==> config.mk <==
export PLATFORM = sky130hd
export DESIGN_NAME = msrv32_dec_stage
export DESIGN_NICKNAME = d
export VERILOG_FILES = /design/src/rtl/msrv32_pkg.sv /design/src/rtl/msrv32_dec_core.sv /design/src/rtl/msrv32_dec_stage.sv
export SDC_FILE = /design/constraint.sdc
export NUM_CORES = 1
export LEC_CHECK = 0
export CORE_UTILIZATION = 45
export DETAILED_ROUTE_END_ITERATION = 8
export PLACE_DENSITY_LB_ADDON = 0.25
export SKIP_LAST_GASP = 1
export SLEW_MARGIN = 10
export SYNTH_ARGS = -nofsm -noshare
export SYNTH_HDL_FRONTEND = slang
export SYNTH_HIERARCHICAL = 1
export SYNTH_SLANG_ARGS = --single-unit
==> constraint.sdc <==
create_clock -name ms_riscv32_mp_clk_in -period 3 [get_ports ms_riscv32_mp_clk_in]
set_clock_uncertainty 0.1 [all_clocks]
set_input_delay 0.75 -clock ms_riscv32_mp_clk_in [delete_from_list [all_inputs] [get_ports ms_riscv32_mp_clk_in]]
set_output_delay 0.75 -clock ms_riscv32_mp_clk_in [all_outputs]
set_load 0.02 [all_outputs]
==> src/rtl/msrv32_pkg.sv <==
// Shared RV32 decode constants and the registered control bundle type.
package msrv32_pkg;

    localparam logic [4:0] OPC_OP       = 5'b01100;
    localparam logic [4:0] OPC_OP_IMM   = 5'b00100;
    localparam logic [4:0] OPC_LOAD     = 5'b00000;
    localparam logic [4:0] OPC_STORE    = 5'b01000;
    localparam logic [4:0] OPC_BRANCH   = 5'b11000;
    localparam logic [4:0] OPC_JAL      = 5'b11011;
    localparam logic [4:0] OPC_JALR     = 5'b11001;
    localparam logic [4:0] OPC_LUI      = 5'b01101;
    localparam logic [4:0] OPC_AUIPC    = 5'b00101;
    localparam logic [4:0] OPC_MISC_MEM = 5'b00011;
    localparam logic [4:0] OPC_SYSTEM   = 5'b11100;

    localparam logic [2:0] F3_ADD_SUB = 3'b000;
    localparam logic [2:0] F3_SLL     = 3'b001;
    localparam logic [2:0] F3_SRL_SRA = 3'b101;
    localparam logic [2:0] F3_PRIV    = 3'b000;

    localparam logic [6:0] F7_BASE   = 7'b0000000;
    localparam logic [6:0] F7_ALT    = 7'b0100000;
    localparam logic [6:0] F7_MULDIV = 7'b0000001;

    localparam logic [1:0] SIZE_HALF = 2'b01;
    localparam logic [1:0] SIZE_WORD = 2'b10;

    localparam logic [2:0] WB_ALU   = 3'b000;
    localparam logic [2:0] WB_LOAD  = 3'b001;
    localparam logic [2:0] WB_LUI   = 3'b010;
    localparam logic [2:0] WB_AUIPC = 3'b011;
    localparam logic [2:0] WB_CSR   = 3'b100;
    localparam logic [2:0] WB_PC4   = 3'b101;

    localparam logic [2:0] IMM_R   = 3'b000;
    localparam logic [2:0] IMM_I   = 3'b001;
    localparam logic [2:0] IMM_S   = 3'b010;
    localparam logic [2:0] IMM_B   = 3'b011;
    localparam logic [2:0] IMM_U   = 3'b100;
    localparam logic [2:0] IMM_J   = 3'b101;
    localparam logic [2:0] IMM_CSR = 3'b110;

    typedef struct packed {
        logic [4:0] rd_addr;
        logic [4:0] rs1_addr;
        logic [4:0] rs2_addr;
        logic [3:0] alu_opcode;
        logic       is_muldiv;
        logic [2:0] muldiv_op;
        logic       mem_wr_req;
        logic [1:0] load_size;
        logic       load_unsigned;
        logic       alu_src;
        logic       iadder_src;
        logic       csr_wr_en;
        logic [2:0] csr_op;
        logic       rf_wr_en;
        logic [2:0] wb_mux_sel;
        logic [2:0] imm_type;
        logic       illegal;
        logic       misaligned_load;
        logic       misaligned_store;
    } dec_bundle_t;

endpackage

==> src/rtl/msrv32_dec_core.sv <==
// Purely combinational RV32(I/M) decode of one instruction word into the control bundle.
module msrv32_dec_core
    import msrv32_pkg::*;
#(
    parameter int ENABLE_M      = 1,
    parameter int STRICT_FUNCT7 = 1
) (
    input  logic [31:0] instr,
    input  logic [1:0]  iadder,
    output dec_bundle_t bundle
);

    logic [4:0] opc;
    logic [2:0] funct3;
    logic [6:0] funct7;
    logic is_op, is_op_imm, is_load, is_store, is_branch, is_jal, is_jalr;
    logic is_lui, is_auipc, is_misc_mem, is_system, is_csr, known_class;
    logic is_shift_imm, op_f7_ok, shift_f7_ok, muldiv, illegal;
    logic mis_access;

    assign opc    = instr[6:2];
    assign funct3 = instr[14:12];
    assign funct7 = instr[31:25];

    assign is_op       = (opc == OPC_OP);
    assign is_op_imm   = (opc == OPC_OP_IMM);
    assign is_load     = (opc == OPC_LOAD);
    assign is_store    = (opc == OPC_STORE);
    assign is_branch   = (opc == OPC_BRANCH);
    assign is_jal      = (opc == OPC_JAL);
    assign is_jalr     = (opc == OPC_JALR);
    assign is_lui      = (opc == OPC_LUI);
    assign is_auipc    = (opc == OPC_AUIPC);
    assign is_misc_mem = (opc == OPC_MISC_MEM);
    assign is_system   = (opc == OPC_SYSTEM);
    assign is_csr      = is_system & (funct3 != F3_PRIV);

    assign known_class = is_op | is_op_imm | is_load | is_store | is_branch | is_jal
                       | is_jalr | is_lui | is_auipc | is_misc_mem | is_system;

    assign is_shift_imm = is_op_imm & ((funct3 == F3_SLL) | (funct3 == F3_SRL_SRA));

    // funct7=0000001 on OP is only ever legal as an M-extension op, strict or not.
    always_comb begin
        op_f7_ok = 1'b0;
        if (funct7 == F7_MULDIV)       op_f7_ok = (ENABLE_M != 0);
        else if (STRICT_FUNCT7 == 0)   op_f7_ok = 1'b1;
        else if (funct7 == F7_BASE)    op_f7_ok = 1'b1;
        else if (funct7 == F7_ALT)     op_f7_ok = (funct3 == F3_ADD_SUB) | (funct3 == F3_SRL_SRA);
    end

    always_comb begin
        shift_f7_ok = 1'b0;
        if (STRICT_FUNCT7 == 0)        shift_f7_ok = 1'b1;
        else if (funct7 == F7_BASE)    shift_f7_ok = 1'b1;
        else if (funct7 == F7_ALT)     shift_f7_ok = (funct3 == F3_SRL_SRA);
    end

    assign muldiv  = (ENABLE_M != 0) & is_op & (funct7 == F7_MULDIV);
    assign illegal = (instr[1:0] != 2'b11) | ~known_class
                   | (is_op & ~op_f7_ok) | (is_shift_imm & ~shift_f7_ok);

    assign mis_access = ((funct3[1:0] == SIZE_WORD) & (iadder != 2'b00))
                      | ((funct3[1:0] == SIZE_HALF) & iadder[0]);

    always_comb begin
        bundle                  = '0;
        bundle.rd_addr          = instr[11:7];
        bundle.rs1_addr         = instr[19:15];
        bundle.rs2_addr         = instr[24:20];
        bundle.alu_opcode[2:0]  = funct3;
        bundle.alu_opcode[3]    = instr[30] & ~muldiv
                                & (is_op | (is_op_imm & (funct3 == F3_SRL_SRA)));
        bundle.is_muldiv        = muldiv;
        bundle.muldiv_op        = muldiv ? funct3 : 3'b000;
        bundle.misaligned_load  = is_load & mis_access;
        bundle.misaligned_store = is_store & mis_access;
        bundle.mem_wr_req       = is_store & ~bundle.misaligned_store & ~illegal;
        bundle.load_size        = funct3[1:0];
        bundle.load_unsigned    = funct3[2];
        bundle.alu_src          = instr[5];
        bundle.iadder_src       = is_load | is_store | is_jalr;
        bundle.csr_wr_en        = is_csr & ~illegal;
        bundle.csr_op           = funct3;
        bundle.rf_wr_en         = ~illegal & (is_lui | is_auipc | is_jal | is_jalr | is_op
                                              | is_op_imm | is_load | is_csr);
        bundle.illegal          = illegal;

        // Classes are mutually exclusive, so the first match is the only match.
        if (is_load)                 bundle.wb_mux_sel = WB_LOAD;
        else if (is_lui)             bundle.wb_mux_sel = WB_LUI;
        else if (is_auipc)           bundle.wb_mux_sel = WB_AUIPC;
        else if (is_jal | is_jalr)   bundle.wb_mux_sel = WB_PC4;
        else if (is_csr)             bundle.wb_mux_sel = WB_CSR;
        else                         bundle.wb_mux_sel = WB_ALU;

        if (is_op_imm | is_load | is_jalr) bundle.imm_type = IMM_I;
        else if (is_store)                 bundle.imm_type = IMM_S;
        else if (is_branch)                bundle.imm_type = IMM_B;
        else if (is_lui | is_auipc)        bundle.imm_type = IMM_U;
        else if (is_jal)                   bundle.imm_type = IMM_J;
        else if (is_csr)                   bundle.imm_type = IMM_CSR;
        else                               bundle.imm_type = IMM_R;
    end

endmodule

==> src/rtl/msrv32_dec_stage.sv <==
// Registered decode stage: valid/ready pipeline register around msrv32_dec_core plus illegal counter.
module msrv32_dec_stage
    import msrv32_pkg::*;
#(
    parameter int ENABLE_M      = 1,
    parameter int STRICT_FUNCT7 = 1,
    parameter int CNT_W         = 16
) (
    input  logic             ms_riscv32_mp_clk_in,
    input  logic             ms_riscv32_mp_rst_in,
    input  logic             flush_in,
    input  logic             in_valid_in,
    output logic             in_ready_out,
    input  logic [31:0]      instr_in,
    input  logic [1:0]       iadder_1_to_0_in,
    output logic             out_valid_out,
    input  logic             out_ready_in,
    output logic [4:0]       rd_addr_out,
    output logic [4:0]       rs1_addr_out,
    output logic [4:0]       rs2_addr_out,
    output logic [3:0]       alu_opcode_out,
    output logic             is_muldiv_out,
    output logic [2:0]       muldiv_op_out,
    output logic             mem_wr_req_out,
    output logic [1:0]       load_size_out,
    output logic             load_unsigned_out,
    output logic             alu_src_out,
    output logic             iadder_src_out,
    output logic             csr_wr_en_out,
    output logic [2:0]       csr_op_out,
    output logic             rf_wr_en_out,
    output logic [2:0]       wb_mux_sel_out,
    output logic [2:0]       imm_type_out,
    output logic             illegal_instr_out,
    output logic             misaligned_load_out,
    output logic             misaligned_store_out,
    output logic [CNT_W-1:0] illegal_cnt_out
);

    dec_bundle_t      dec_bundle, bundle_q;
    logic             out_valid_q;
    logic [CNT_W-1:0] illegal_cnt_q;
    logic             load, retire, retire_illegal;

    msrv32_dec_core #(
        .ENABLE_M      (ENABLE_M),
        .STRICT_FUNCT7 (STRICT_FUNCT7)
    ) u_core (
        .instr  (instr_in),
        .iadder (iadder_1_to_0_in),
        .bundle (dec_bundle)
    );

    // Handshake: a beat transfers on an edge where valid & ready are both high; the
    // producer keeps valid and data stable until then, and flush_in overrides both sides.
    assign in_ready_out   = ~out_valid_q | out_ready_in;
    assign load           = in_valid_in & in_ready_out & ~flush_in;
    assign retire         = out_valid_q & out_ready_in & ~flush_in;
    assign retire_illegal = retire & bundle_q.illegal;

    always_ff @(posedge ms_riscv32_mp_clk_in or posedge ms_riscv32_mp_rst_in) begin
        if (ms_riscv32_mp_rst_in) begin
            out_valid_q   <= 1'b0;
            bundle_q      <= '0;
            illegal_cnt_q <= '0;
        end else begin
            if (flush_in) begin
                out_valid_q <= 1'b0;
            end else if (load) begin
                bundle_q    <= dec_bundle;
                out_valid_q <= 1'b1;
            end else if (out_valid_q & out_ready_in) begin
                out_valid_q <= 1'b0;
            end

            if (retire_illegal && (illegal_cnt_q != {CNT_W{1'b1}})) begin
                illegal_cnt_q <= illegal_cnt_q + {{(CNT_W-1){1'b0}}, 1'b1};
            end
        end
    end

    assign out_valid_out        = out_valid_q;
    assign rd_addr_out          = bundle_q.rd_addr;
    assign rs1_addr_out         = bundle_q.rs1_addr;
    assign rs2_addr_out         = bundle_q.rs2_addr;
    assign alu_opcode_out       = bundle_q.alu_opcode;
    assign is_muldiv_out        = bundle_q.is_muldiv;
    assign muldiv_op_out        = bundle_q.muldiv_op;
    // A trap must cancel a store in the same cycle it is raised.
    assign mem_wr_req_out       = bundle_q.mem_wr_req & out_valid_q & ~flush_in;
    assign load_size_out        = bundle_q.load_size;
    assign load_unsigned_out    = bundle_q.load_unsigned;
    assign alu_src_out          = bundle_q.alu_src;
    assign iadder_src_out       = bundle_q.iadder_src;
    assign csr_wr_en_out        = bundle_q.csr_wr_en;
    assign csr_op_out           = bundle_q.csr_op;
    assign rf_wr_en_out         = bundle_q.rf_wr_en;
    assign wb_mux_sel_out       = bundle_q.wb_mux_sel;
    assign imm_type_out         = bundle_q.imm_type;
    assign illegal_instr_out    = bundle_q.illegal;
    assign misaligned_load_out  = bundle_q.misaligned_load;
    assign misaligned_store_out = bundle_q.misaligned_store;
    assign illegal_cnt_out      = illegal_cnt_q;

endmodule

==> results.md <==
* Warning count from the yosys run at 6
* DR vias at 2272
* I/O Pins at 100
* Area share of the largest cell type after synthesis at 45.2%
* Final setup fails at 0
* Crit path largest cell delay at 540 ps
* Max clock buf depth at 2
* Total gr overflow at 0
* Ys async rst share at 100%
* Synth Register Bits at 60
* CTS tree: built
* Leakage at 1.81 nW
* Initial antenna violation count at 0
* Detail Placement HPWL at 4.55 mm
* Worst path bufs/invs at 3
* FILL cells at 575
* Synth Area in Compound Gates at 5.27%
* Synth Area in Adders at 0.377%
* XOR/XNOR share of the synthesized area at 3.95%
* Hold/Removal Path Class: reg -> reg
* TritonCTS buffer count at 9
* Via-to-Cell Ratio at 5.07
* Fmax at 351 MHz
* # hold bufs at CTS at 0
* Worst-Margin Slew at 568 ps
* Most frequent cells in the layout: clkdlybuf4s50_1, dfrtp_1, mux2_2, nand2_1, nor2_1
* Synth area leaders: dfrtp_1, mux2_2, buf_4
* Row cnt at 30
* Clock latency on the worst-skew pair at 330 ps
* Buffers on Ports at 99
* Synthesized netlist cell count at 299
* CP cell instances: clkdlybuf4s50_1 > nor2b_2 > inv_1 > clkdlybuf4s50_1
* First-pass GRT wire length at 10.1 mm
* Core footprint at 6940 µm²
* Crit path DAT at 2000 ps
* Status: complete, no violations
* CP Capture Type: primary output
* Post-synth net total at 339
* Largest family of logic cells by synthesized area: simple AND/OR/NAND/NOR gates
* Cell family with most CP delay: buffers and inverters
* DRT Pass-1 Iters at 4
* Fin Setup TNS at 0 ps
* Hold Fails Final Rpt at 0
* Sequential fraction of the synthesis area at 45.2%
* Clock tree sinks at 60
* Post-route minimum period at 2850 ps
* Critical path class: in -> out
* Synth Area in Simple Gates at 15.4%
* Post-layout util at 61.1%
* Final Wtd Congestion at 0.818
* Number of global-route vias before repair at 2092
* Max Slew Vio Count at 0
* CP required at 2150 ps
* Fin crit share at 94.9%
* Slew HR at 62.1%
* Most common cell after layout, fill and taps aside: clkdlybuf4s50_1
* Starting Density at 47.9%
* Synth-to-layout area growth at 27.7%
* Fraction of layout instances using a drive strength above 1 at 21.0%
* Tot Pwr at 0.00233 W
* Clock root buffer: clkbuf_8
* Number of synthesized flops with an enable pin at 0
* Mean Syn Cell Area at 11.1 µm²
* Post-DR wirelength/cell at 14.4 µm
* Die W at 87.9 µm
* Crit path max fanout at 3
* Routed WL at 6.45 mm
* Mux share of post-synthesis cell area at 14.6%
* Iteration-0 DRC Markers at 128
* All-Layer GR Usage at 17.5%
* Die Ht at 87.9 µm
* Clk pin slew, worst setup/hold paths at 70 ps
* Max_cap viols at 0
* DIE AREA at 7730 µm²
* Worst Setup Start Kind: input pin
* Cell repeated most along the worst path: clkdlybuf4s50_1
* RSZ-0062 raised after global routing: no
* PwrDens at 549 nW/µm²
* H-tree depth at 3
* Number of remaining DRC errors at 0
* Max VDD drop at 0.372 mV
* Largest area contributor in the netlist: dfrtp_1
* N_diodes at 0
* Cell Area, Synth at 3320 µm²
* Netlist cell types at 50
* Dominant synthesized flop cell: dfrtp_1
* Largest net degree at the start of global routing at 44
* Detail Route Antenna Nets at 0
* Crit-path slowest cell: clkdlybuf4s50_1
* Final net count at 387
## worst reg2reg max path: stages (launching register included)
cell and delay (ps):
dfrtp_1 440, ha_1 250, nand4_2 190, o41ai_4 530
nor3_1 130, xor2_1 170
## routing by layer
layer  wire, µm  global-route usage, %  part of all wire (%)
met1       2940                   23.5                    45
met3        546                   5.84                   8.5
met5          0                      0                     0
met2       2880                   25.8                    45
met4         89                   7.15                   1.4
## flip-flops by register name, indices dropped and copies added (netlist names)
register and flops:
rs2_addr_out 5, rd_addr_out 5, load_unsigned_out 1, misaligned_store_out 1, alu_src_out 1, csr_wr_en_out 1, rs1_addr_out 5, bundle_q 1
out_valid_out 1, load_size_out 2, is_muldiv_out 1, wb_mux_sel_out 3, illegal_cnt_out 16, illegal_instr_out 1, misaligned_load_out 1, iadder_src_out 1
rf_wr_en_out 1, csr_op_out 3, imm_type_out 3, muldiv_op_out 3, alu_opcode_out 4
## cell usage after synthesis, drive strengths merged, types with 2 or more instances
master,count
and2,3
nor3b,5
o31ai,5
nor2,15
and3,4
dfrtp,60
xnor2,5
nand2,16
nand4b,2
or4,2
xor2,10
nor4,5
nor3,6
a21oi,3
nand4,8
nor2b,3
mux2,43
buf,68
nand3,7
o21ai,4
nand2b,3
inv,3
## through the flow
step	instances	setup slack [ps]	area (µm²)	hold WS [ps]
floorplan	299	597	3320	359
finish	448	154	4240	400
detailed placement	432	87.4	4030	379
global placement	432	115	4030	374
CTS	448	91.2	4240	403
global route	448	50.1	4240	422
## final timing paths
kind | from | end | slack, ps | depth (start not counted)
setup reg to reg | illegal_cnt_out[0] | illegal_cnt_out[9] | 1070 | 5
hold reg to reg | wb_mux_sel_out[0] | wb_mux_sel_out[0] | 400 | 1
max in group asynchronous | ms_riscv32_mp_rst_in | illegal_cnt_out[11] | 1530 | 3
setup / recovery | out_ready_in | in_ready_out | 150 | 4
min in group asynchronous | ms_riscv32_mp_rst_in | rs2_addr_out[0] | 700 | 2
hold / removal | wb_mux_sel_out[0] | wb_mux_sel_out[0] | 400 | 1
## final cells by class
cell class,count,area [µm²],area share [%]
Tap cell,96,120,2.83
Sequential cell,60,1500,35.4
Clock buffer,11,141,3.33
Multi-Input combinational cell,166,1320,31.2
Clock inverter,5,75.1,1.77
Inverter,4,15.0,0.354
Timing Repair Buffer,106,1070,25.2
## report_power, final
| group | switching (W) | leakage [nW] | internal (W) | total (W) |
|---|---|---|---|---|
| clock | 0.000322 | 0.113 | 0.000487 | 0.000808 |
| sequential | 0.0000687 | 0.769 | 0.000899 | 0.000968 |
| combinational | 0.000254 | 0.930 | 0.000299 | 0.000553 |
## cells by family (layout without fill, tap and decap cells)
| family | after synthesis | in the layout |
|---|---|---|
| compound gates | 22 | 22 |
| xor+xnor | 15 | 15 |
| flops | 60 | 60 |
| mux | 43 | 43 |
| simple gates | 85 | 85 |
| fa+ha+maj | 1 | 1 |
| buf+inv | 73 | 126 |
## what timing repair did
item | 4_1_cts | 5_1_grt
resized for setup | 0 | 1
endpoints found under the setup margin | 0 | 1
buffers inserted | 0 | 0
No activity file was read; power rests on OpenSTA's default activity.
